--- src/rtl/muldiv_unit.sv ---
// rtl/muldiv_unit.sv - iterative RV32M multiply/divide unit with fixed 33-cycle latency
//
// Ports:
//   clk, rst_n      clock (rising edge), asynchronous active-low reset
//   Start           request, accepted only in IDLE or DONE
//   MulDivOp[2:0]   RV32M funct3 (MUL, MULH, MULHSU, MULHU, DIV, DIVU, REM, REMU)
//   A[31:0], B[31:0] rs1 / rs2 operands
//   Busy            high while iterating (32 cycles)
//   Done            one-cycle pulse, Result valid
//   Result[31:0]    registered result, held until the next completion
//   Zero            Result == 0
module muldiv_unit (
    input  logic        clk,
    input  logic        rst_n,
    input  logic        Start,
    input  logic [2:0]  MulDivOp,
    input  logic [31:0] A,
    input  logic [31:0] B,
    output logic        Busy,
    output logic        Done,
    output logic [31:0] Result,
    output logic        Zero
);

    typedef enum logic [1:0] {
        S_IDLE = 2'd0,
        S_RUN  = 2'd1,
        S_DONE = 2'd2
    } state_t;

    localparam logic [2:0] OP_MUL    = 3'd0;
    localparam logic [2:0] OP_MULH   = 3'd1;
    localparam logic [2:0] OP_MULHSU = 3'd2;
    localparam logic [2:0] OP_DIV    = 3'd4;
    localparam logic [2:0] OP_REM    = 3'd6;

    state_t      state_q, state_d;
    logic [4:0]  cnt_q, cnt_d;
    logic [2:0]  op_q, op_d;
    // Shared working register: {accumulator, multiplier} for multiply,
    // {partial remainder, dividend/quotient} for divide.
    logic [63:0] prod_q, prod_d;
    // Multiplicand magnitude for multiply, divisor magnitude for divide.
    logic [31:0] opnd_q, opnd_d;
    logic        neg_q, neg_d;
    logic        special_q, special_d;
    logic [31:0] special_val_q, special_val_d;
    logic [31:0] result_q, result_d;

    // Operand preparation at accept time
    logic        sign_a, sign_b;
    logic        a_neg, b_neg;
    logic [31:0] a_mag, b_mag;

    // Iteration datapath
    logic [32:0] mul_sum;
    logic [63:0] mul_next;
    logic [32:0] rem_sh;
    logic [32:0] div_diff;
    logic [63:0] div_next;
    logic [63:0] step_next;

    // Final result formation
    logic [63:0] mul_fix;
    logic [31:0] mul_res;
    logic [31:0] div_raw;
    logic [31:0] div_res;
    logic [31:0] final_res;

    always_comb begin
        sign_a = (MulDivOp == OP_MUL) || (MulDivOp == OP_MULH) ||
                 (MulDivOp == OP_MULHSU) || (MulDivOp == OP_DIV) ||
                 (MulDivOp == OP_REM);
        sign_b = (MulDivOp == OP_MUL) || (MulDivOp == OP_MULH) ||
                 (MulDivOp == OP_DIV) || (MulDivOp == OP_REM);
        a_neg  = sign_a && A[31];
        b_neg  = sign_b && B[31];
        a_mag  = a_neg ? (~A + 32'd1) : A;
        b_mag  = b_neg ? (~B + 32'd1) : B;
    end

    always_comb begin
        // Shift-add: add multiplicand into the upper half when the current
        // multiplier bit is set, then shift the whole 64-bit product right.
        mul_sum  = {1'b0, prod_q[63:32]} + (prod_q[0] ? {1'b0, opnd_q} : 33'd0);
        mul_next = {mul_sum, prod_q[31:1]};

        // Restoring divide: bring the next dividend bit into the remainder,
        // keep the subtraction only if it did not go negative.
        rem_sh   = prod_q[63:31];
        div_diff = rem_sh - {1'b0, opnd_q};
        if (!div_diff[32]) begin
            div_next = {div_diff[31:0], prod_q[30:0], 1'b1};
        end else begin
            div_next = {rem_sh[31:0], prod_q[30:0], 1'b0};
        end

        step_next = op_q[2] ? div_next : mul_next;

        mul_fix = neg_q ? (~step_next + 64'd1) : step_next;
        mul_res = (op_q == OP_MUL) ? mul_fix[31:0] : mul_fix[63:32];

        div_raw = op_q[1] ? step_next[63:32] : step_next[31:0];
        div_res = neg_q ? (~div_raw + 32'd1) : div_raw;

        if (special_q) begin
            final_res = special_val_q;
        end else if (op_q[2]) begin
            final_res = div_res;
        end else begin
            final_res = mul_res;
        end
    end

    always_comb begin
        state_d       = state_q;
        cnt_d         = cnt_q;
        op_d          = op_q;
        prod_d        = prod_q;
        opnd_d        = opnd_q;
        neg_d         = neg_q;
        special_d     = special_q;
        special_val_d = special_val_q;
        result_d      = result_q;

        case (state_q)
            S_IDLE, S_DONE: begin
                state_d = S_IDLE;
                if (Start) begin
                    state_d = S_RUN;
                    cnt_d   = 5'd0;
                    op_d    = MulDivOp;
                    if (MulDivOp[2]) begin
                        prod_d = {32'd0, a_mag};
                        opnd_d = b_mag;
                        // Remainder takes the dividend's sign, quotient the xor.
                        neg_d  = MulDivOp[1] ? a_neg : (a_neg ^ b_neg);
                    end else begin
                        prod_d = {32'd0, b_mag};
                        opnd_d = a_mag;
                        neg_d  = a_neg ^ b_neg;
                    end
                    // Divide-by-zero and signed overflow are fixed here; the
                    // iterations still run so latency never varies.
                    special_d     = 1'b0;
                    special_val_d = 32'd0;
                    if (MulDivOp[2] && (B == 32'd0)) begin
                        special_d     = 1'b1;
                        special_val_d = MulDivOp[1] ? A : 32'hFFFF_FFFF;
                    end else if (((MulDivOp == OP_DIV) || (MulDivOp == OP_REM)) &&
                                 (A == 32'h8000_0000) && (B == 32'hFFFF_FFFF)) begin
                        special_d     = 1'b1;
                        special_val_d = MulDivOp[1] ? 32'd0 : 32'h8000_0000;
                    end
                end
            end
            S_RUN: begin
                prod_d = step_next;
                cnt_d  = cnt_q + 5'd1;
                if (cnt_q == 5'd31) begin
                    state_d  = S_DONE;
                    cnt_d    = 5'd0;
                    result_d = final_res;
                end
            end
            default: begin
                state_d = S_IDLE;
            end
        endcase
    end

    always_ff @(posedge clk or negedge rst_n) begin
        if (!rst_n) begin
            state_q       <= S_IDLE;
            cnt_q         <= 5'd0;
            op_q          <= 3'd0;
            prod_q        <= 64'd0;
            opnd_q        <= 32'd0;
            neg_q         <= 1'b0;
            special_q     <= 1'b0;
            special_val_q <= 32'd0;
            result_q      <= 32'd0;
        end else begin
            state_q       <= state_d;
            cnt_q         <= cnt_d;
            op_q          <= op_d;
            prod_q        <= prod_d;
            opnd_q        <= opnd_d;
            neg_q         <= neg_d;
            special_q     <= special_d;
            special_val_q <= special_val_d;
            result_q      <= result_d;
        end
    end

    assign Busy   = (state_q == S_RUN);
    assign Done   = (state_q == S_DONE);
    assign Result = result_q;
    assign Zero   = (result_q == 32'd0);

endmodule
--- config.mk ---
export PLATFORM = sky130hd
export DESIGN_NAME = muldiv_unit
export DESIGN_NICKNAME = d
export VERILOG_FILES = /design/src/rtl/muldiv_unit.sv
export SDC_FILE = /design/constraint.sdc
export NUM_CORES = 1
export LEC_CHECK = 0
export ABC_CLOCK_PERIOD_IN_PS = 6800
export CAP_MARGIN = 20
export CELL_PAD_IN_SITES_DETAIL_PLACEMENT = 1
export CELL_PAD_IN_SITES_GLOBAL_PLACEMENT = 2
export CORE_AREA = 2 2 264 188
export CTS_BUF_LIST = sky130_fd_sc_hd__clkbuf_8
export CTS_CLUSTER_DIAMETER = 30
export CTS_CLUSTER_SIZE = 12
export DETAILED_ROUTE_END_ITERATION = 8
export DIE_AREA = 0 0 266 190
export DONT_BUFFER_PORTS = 1
export PLACE_DENSITY_LB_ADDON = 0.1
export SLEW_MARGIN = 10
export SYNTH_ARGS = -nofsm -noshare
export SYNTH_HDL_FRONTEND = slang
export SYNTH_SLANG_ARGS = --single-unit
--- constraint.sdc ---
create_clock -name clk -period 6.8 [get_ports clk]
set_clock_uncertainty 0.15 [all_clocks]
set_input_delay 1.02 -clock clk [delete_from_list [all_inputs] [get_ports clk]]
set_output_delay 1.02 -clock clk [all_outputs]
set_load 0.005 [all_outputs]
After elaboration in Yosys (flattened, before gate mapping)
Cells that the tools add are included.
- logic and storage cells: 83
- output and inout port bits: 35
- input bits: 70
- register bits after elaboration: 172
- eq/ne operators: 11
- muxes and demuxes: 29
- $add $sub $neg: 7
- bitwise operators: 5
- reduce and logical (&&, ||, !) cells: 22
- operator list (operator ; count):
    $mux W32 ; 14
    $mux W64 ; 4
    $pmux W64 S2 ; 1
    $add A32 B1 Y32 const B ; 3
    $not A32 Y32 ; 3
    $add A64 B1 Y64 const B ; 1
    $eq A32 B32 Y1 const B ; 2
    $logic_not A32 Y1 ; 2
    $not A64 Y64 ; 1
    $add A32 B32 Y33 ; 1
    $sub A33 B32 Y33 ; 1
    $mux W5 ; 2
    $pmux W5 S2 ; 1
    $logic_or A1 B1 Y1 ; 7
    $eq A3 B3 Y1 const B ; 2
    $logic_not A3 Y1 ; 2
    $reduce_and A2 Y1 ; 3
    $add A5 B1 Y5 const B ; 1
    $eq A5 B5 Y1 const B ; 1
    $logic_and A1 B1 Y1 ; 5
    $mux W1 ; 5
    $pmux W2 S2 ; 1
    $eq A3 B1 Y1 const B ; 1
    $eq A3 B2 Y1 const B ; 1
    other kinds (9) ; 9

Logic depth before layout (Yosys ltp)
Gate-level depths: netlist of the first run.
- depth after elaboration: 10
- gate-level depth with buffers: 23
- gate-level depth less buffers: 22

Worst setup path before layout of the first run
No wires, ideal clock.
- path type: flip-flop to flip-flop
- from: register prod_q[31]
- to: register result_q[12], in the netlist Result[12]
- buffers on the path: 1
- data arrival time: 4.795 ns
- period minus slack after synthesis: 5.080 ns
- data required time: 6.515 ns
- slack: 1.720 ns
- cell stages (with the launch flop): 23
- library setup time: 0.135 ns
- cells stage by stage: dfrtp_1 -> clkbuf_1 -> inv_1 -> ha_1 -> inv_1 -> fa_1 -> a211oi_1 -> o211ai_1 -> and3_1 -> o21ai_2 -> a2111oi_1 -> a21oi_1 -> ha_1 -> o211ai_1 -> or3_1 -> or3_1 -> nor3_1 -> nand2_1 -> o41ai_1 -> xor2_1 -> a21oi_1 -> a221oi_1 -> o21ai_0
- cells in the longest elaborated chain, start to end: 9
- elaborated cells on any way between the ends: 13
- those cells by class: add/sub: 3; mux: 8; bitwise: 2
- ends and longest elaborated chain (element ; RTL line ; RTL):
    start, declared ; 42 ; logic [63:0] prod_q, prod_d;
    start signal, assigned ; 187 ; prod_q <= prod_d;
    $sub A33 B32 Y33 ; 91 ; div_diff = rem_sh - {1'b0, opnd_q};
    $mux W64 ; 92 ; if (!div_diff[32]) begin
    $mux W64 * ; 98 ; step_next = op_q[2] ? div_next : mul_next;
    $not A64 Y64 or $mux W32 (tied branches) ; 100, 103 ;
    $add A64 B1 Y64 or $not A32 Y32 (tied branches) ; 100, 104 ;
    $mux W64 or $add A32 B1 Y32 (tied branches) ; 100, 104 ;
    $mux W32 (on tied branches) ; 101, 104 ;
    $mux W32 * ; 108 ; end else if (op_q[2]) begin
    $mux W32 * ; 106 ; if (special_q) begin
    end signal, assigned ; 192 ; result_q <= result_d;
    end, declared ; 48 ; logic [31:0] result_q, result_d;
Mark *: on every way between the ends. The rest lies on a longest branch, timed or not.
A chain may end at the register's enable or synchronous reset.

Worst setup path after layout of the first run
- from: register prod_q[55]
- to: register result_q[12], in the netlist Result[12]
- cells in the longest elaborated chain, start to end: 9
- elaborated cells on any way between the ends: 13
- those cells by class: add/sub: 3; mux: 8; bitwise: 2
- ends and longest elaborated chain (element ; RTL line):
    $sub A33 B32 Y33 * ; 91
    $mux W64 * ; 92
    $mux W64 * ; 98
    $not A64 Y64 or $mux W32 (tied branches) ; 100, 103
    $add A64 B1 Y64 or $not A32 Y32 (tied branches) ; 100, 104
    $mux W64 or $add A32 B1 Y32 (tied branches) ; 100, 104
    $mux W32 (on tied branches) ; 101, 104
    $mux W32 * ; 108
    $mux W32 * ; 106
Marked as above.

==> results.cfg, run 1 <==
[timing]
final_max_slew_viol_count = 0
fmax_mhz = 155.9
layout_min_cycle_time_ns = 6.415
setup_tns_ns = 0
fin_crit_sh_pct = 94.33
slew_headroom_pct = 17.18
tightest_slew_ns = 1.239
finalSetupViolCount = 0
hold_viol = 0
rsz0062_at_grt = false

[yosys]
syn_inst = 2513
synth_fa_ha_area_share_pct = 5.002
syn-cell-area_um2 = 18560
synth-simple-area-share_pct = 23.66
synth_flop_cell = dfrtp_1
synth_top_family_by_area = compound AO/OA/AOI/OAI gates
synthesis.nets = 2656
ys_ff_latch = 172
ys.warnings.count = 0
seq_area_frac_synth_pct = 23.19
synth_compound_area_share_pct = 29.14
synthMuxAreaShare_pct = 5.629
yosys.cell_types.count = 90
synthXorXnorAreaFrac_pct = 8.023
avgSynthCellArea_um2 = 7.385
synth_edf_count = 0
async_reset_ff_share_pct = 100.0

[floorplan]
ios = 105
die_area_um2 = 50540
initial_core_util_pct = 38.40
rows = 68
die_h_um = 190
die_x_um = 266
core_um2 = 48330

[grt]
grt_first_pass_wirelength_mm = 135.2
grt_max_degree = 115
antenna_found_initial = 2
grt_pass1_vias = 19383
grt_usage_pct = 36.30
grt_overflow_total = 0

[finish]
layout-drive-gt1-share_pct = 6.812
syn2layout_area_growth_pct = 5.838
final_cell_mix = 317 x nand2_1, 217 x o21ai_0, 205 x a21oi_1
fin_nets = 2567
mostFrequentLayoutCell = nand2_1

[setup_path]
start_kind = flop
crit_start = prod_q[55]$_DFFE_PN0P_
r2r-end = Result[12]$_DFFE_PN0P_
rr_worst_depth = 18
critical_path_class = flop to flop
cp-end-kind = flop
r2r_start = prod_q[55]$_DFFE_PN0P_
critPathArrivalTime_ns = 6.67
cp_max_fo = 11
worstPathRequired_ns = 7.05
r2r_slack_ns = 0.39

[cts]
cts_root_buffer = clkbuf_8
clk_path_buf_depth = 2
cts_sinks = 172
cts_tree = yes
clk_latency_ns = 0.55
cts_buffers = 17
clkTransAtPathRegs_ns = 0.12
htree_levels = 4

[placement]
place_congestion = 0.9397
dpl.hpwl_mm = 72.14
io_buffers = 0

[detailed_routing]
drtAntennaViolNets = 0
vias_per_cell = 6.597
vias = 20241
wl_per_cell_um = 30.47
drt_iter0_drc = 2129
drc = 0
wl_mm = 93.50
first_pass_iters = 5

[hold_path]
hp-class = input port to async pin

[run]
drv_cap = 0

[outcome]
outcome = completed
synth_stat cells (42+ instances only):
cell type	n	area [µm²]
nor2b_1	42	262.8
dfrtp_1	172	4304
nor3_1	77	385.4
nor2_1	202	758.2
nand2_1	317	1190
clkbuf_1	127	476.7
xnor2_1	87	762.0
o21ai_0	217	1086
o31ai_1	55	412.9
ha_1	71	888.4
mux2i_1	65	650.6
xor2_1	83	727.0
inv_1	73	274.0
nand3_1	49	245.2
a21oi_1	206	1031
and2_1	47	294.0
cell families (layout without fill, tap and decap cells):
group           count (synthesis)  after routing
simple gates                  913            913
compound gates                834            834
buf+inv                       253            177
flops                         172            172
xor+xnor                      170            170
mux                            98             98
fa+ha+maj                      73             73
other cells                     0              1
state kept, by name, indices dropped and copies added, names as in the netlist:
name and cells:
special_val_q 32, opnd_q 32, Result 32, prod_q 64
cnt_q 5, op_q 3, neg_q 1, special_q 1
state_q 2
stage by stage:
step | instances | setup WS (ns) | hold WS (ns) | utilization [%] | instance area [µm²]
2_1_floorplan | 2513 | 1.720 | 0.2908 | - | 18560
3_3_place_gp | 3030 | 0.6748 | 0.3030 | 39.69 | 19180
3_5_place_dp | 3030 | 0.4815 | 0.3101 | 39.69 | 19180
4_1_cts | 3064 | 0.4430 | 0.001834 | 40.56 | 19600
5_1_grt | 3067 | 0.03724 | 0.001378 | 40.64 | 19640
6_report | 3068 | 0.3853 | 0.04228 | 40.65 | 19640
cell type report:
cell class	count	area, µm²
tap	630	788.3
sequential	172	4310
inverter	76	285.3
timing repair buffer	69	578.1
antenna	1	2.502
clock buffer	18	247.7
clock inverter	14	135.1
multi-input combinational	2088	13300
fill	5983	28680
per-layer routing:
| layer | share of wire (%) | routed length (µm) | GRT usage (%) | vias up |
|---|---|---|---|---|
| li1 | - | - | - | 9036 |
| met1 | 48 | 44590 | 53.76 | 10348 |
| met2 | 41 | 38740 | 52.35 | 755 |
| met3 | 8.2 | 7670 | 8.607 | 100 |
| met4 | 2.6 | 2472 | 9.205 | 2 |
| met5 | 0.020 | 19 | 0 | - |
timing repair:
item,4_1_cts,5_1_grt
resized for setup,0,1
hold buffers,2,2
endpoints found under the setup margin,0,1
buffers inserted,0,0
endpoints found under the hold margin,53,5
critical path, cell delays in order (launching register included):
cell	delay, ns
dfrtp_1	0.44
ha_1	0.49
nand4_1	0.33
nor3_4	0.33
a221oi_1	0.15
a21boi_1	0.50
a2111oi_1	0.25
a21oi_1	0.26
ha_1	0.26
o211ai_1	0.24
or3_1	0.47
or3_1	0.36
nor3_1	0.22
nand2_1	0.32
o41ai_1	0.51
xor2_1	0.29
a21oi_1	0.12
a221oi_1	0.41
o21ai_0	0.14
how the worst max path moves through the flow:
stage                     slack [ns]  depth (start not counted)                      to
after CTS                       0.44                         18  Result[12]$_DFFE_PN0P_
after floorplan                 1.72                         22  Result[12]$_DFFE_PN0P_
after global routing            0.04                         18  Result[12]$_DFFE_PN0P_
after detailed placement        0.48                         18  Result[12]$_DFFE_PN0P_
after global placement          0.67                         18  Result[12]$_DFFE_PN0P_
final                           0.39                         18  Result[12]$_DFFE_PN0P_
Power of run 1 is not shown: default switching activity piles up to over one toggle a cycle in this logic, so the estimate is an artifact.
==> run 2: changes to the inputs <==
--- a/config.mk
+++ b/config.mk
@@ -17,7 +17,6 @@
 export DIE_AREA = 0 0 266 190
 export DONT_BUFFER_PORTS = 1
 export PLACE_DENSITY_LB_ADDON = 0.1
-export SLEW_MARGIN = 10
 export SYNTH_ARGS = -nofsm -noshare
 export SYNTH_HDL_FRONTEND = slang
 export SYNTH_SLANG_ARGS = --single-unit
==> run 2 against run 1 <==
Effect of this change:
- via count is 0.16% lower
- first-iteration DRC count is 0.14% lower
- maximum frequency is 0.61% higher
- critical path depth is 3 higher
- wire length is 0.12% higher
- global-route usage stayed put
- die area stayed put
- critical path type unchanged
- worst hold slack better by 0.0050 ns
- non-clock buffer count stayed put
- flip-flop and latch count stayed put
- count of clock-buffer cells in the layout stayed put
- register-to-register slack better by 0.04 ns
==> results.cfg, run 2 (synthesis gave the netlist of run 1 again) <==
[outcome]
outcome = completed

[setup_path]
worstPathRequired_ns = 7.05
start_kind = flop
cp_max_fo = 7
critical_path_class = flop to flop
cp-end-kind = flop
critPathArrivalTime_ns = 6.63

[cts]
cts_sinks = 172
htree_levels = 4
cts_tree = yes
cts_buffers = 17
clk_latency_ns = 0.55
cts_root_buffer = clkbuf_8
clk_path_buf_depth = 2
clkTransAtPathRegs_ns = 0.11

[timing]
fin_crit_sh_pct = 93.76
final_max_slew_viol_count = 0
slew_headroom_pct = 17.90
layout_min_cycle_time_ns = 6.375
finalSetupViolCount = 0
hold_viol = 0
worst_slack_ns = 0.4245
tightest_slew_ns = 1.229
setup_tns_ns = 0
holdWs_ns = 0.04726
fmax_mhz = 156.9
rsz0062_at_grt = false

[finish]
final_cell_mix = 317 x nand2_1, 217 x o21ai_0, 205 x a21oi_1
fin_area_um2 = 19650
layout-drive-gt1-share_pct = 6.812
syn2layout_area_growth_pct = 5.892
fin_nets = 2567
largest_reg_flops = 64
n_fill_cell = 5987
mostFrequentLayoutCell = nand2_1
final-seq-area_um2 = 4310
top_register = prod_q
multi_input_area_um2 = 13300

[floorplan]
rows = 68
die_area_um2 = 50540
die_h_um = 190
core_um2 = 48330
initial_core_util_pct = 38.40
die_x_um = 266
ios = 105

[detailed_routing]
drt_iter0_drc = 2126
drc = 0
vias_per_cell = 6.587
drtAntennaViolNets = 0
wl_mm = 93.61
vias = 20209
first_pass_iters = 5
wl_per_cell_um = 30.51

[placement]
dp_slack_ns = 0.4815
postPlaceCellArea_um2 = 19180
dpl.hpwl_mm = 72.14
place_congestion = 0.9397
io_buffers = 0

[grt]
grt_max_degree = 115
grt_overflow_total = 0
grt_pass1_vias = 19383
grt_first_pass_wirelength_mm = 135.2
antenna_found_initial = 2
grt_usage_pct = 36.30

[hold_path]
hp-class = input port to async pin

[run]
drv_cap = 0
[run 2: cell types whose count changed in the layout (fill, tap and decap cells not counted)]
cell	previous run	this run
buf_8	1	0
clkbuf_16	0	1
[run 2: critical path, cell delays in order, from the launching register on]
cell and delay [ns]:
dfrtp_1 0.40, inv_1 0.07, ha_1 0.16, inv_1 0.05, fa_1 0.42, a211oi_1 0.34, o211ai_1 0.25, and3_1 0.28
o21ai_2 0.30, a2111oi_1 0.26, a21oi_1 0.26, ha_1 0.26, o211ai_1 0.24, or3_1 0.48, or3_1 0.37, nor3_1 0.21
nand2_1 0.31, o41ai_1 0.51, xor2_1 0.28, a21oi_1 0.12, a221oi_1 0.39, o21ai_0 0.14
[run 2: metrics by stage]
step | instances | utilization [%]
floorplan | 2513 | -
global placement | 3030 | 39.69
detailed placement | 3030 | 39.69
CTS | 3064 | 40.56
global route | 3067 | 40.66
finish | 3068 | 40.67
[run 2: path summary, 6_finish.rpt]
kind	cells past startpoint	to	from	slack (ns)
setup / recovery	21	Result[12]$_DFFE_PN0P_	prod_q[31]$_DFFE_PN0P_	0.42
hold / removal	0	special_val_q[10]$_DFFE_PN0P_	rst_n	0.05
setup reg to reg	21	Result[12]$_DFFE_PN0P_	prod_q[31]$_DFFE_PN0P_	0.42
hold reg to reg	2	special_val_q[8]$_DFFE_PN0P_	special_val_q[8]$_DFFE_PN0P_	0.33
max in group asynchronous	2	opnd_q[17]$_DFFE_PN0P_	rst_n	5.50
min in group clk	2	special_val_q[8]$_DFFE_PN0P_	special_val_q[8]$_DFFE_PN0P_	0.33
[run 2: area by class of cell]
type,count,area share (%)
clock buffer,18,1.261
inverter,76,1.452
sequential,172,21.93
antenna,1,0.01273
multi-input combinational,2088,67.65
clock inverter,14,0.6876
timing repair buffer,69,2.992
tap,630,4.011
[run 2: repair_timing]
item / 4_1_cts / 5_1_grt
hold buffers: 2 / 2
setup buffers: 0 / 0
resized for setup: 0 / 1
setup endpoints to repair: 0 / 1
hold endpoints to repair: 53 / 5
[run 2: metal layers]
layer  global-route usage (%)  routed length [µm]
met4                    9.205                2458
met2                    52.35               38810
met3                    8.607                8004
met1                    53.76               44320
met5                        0                  19
Power of run 2 is left out for the same reason.
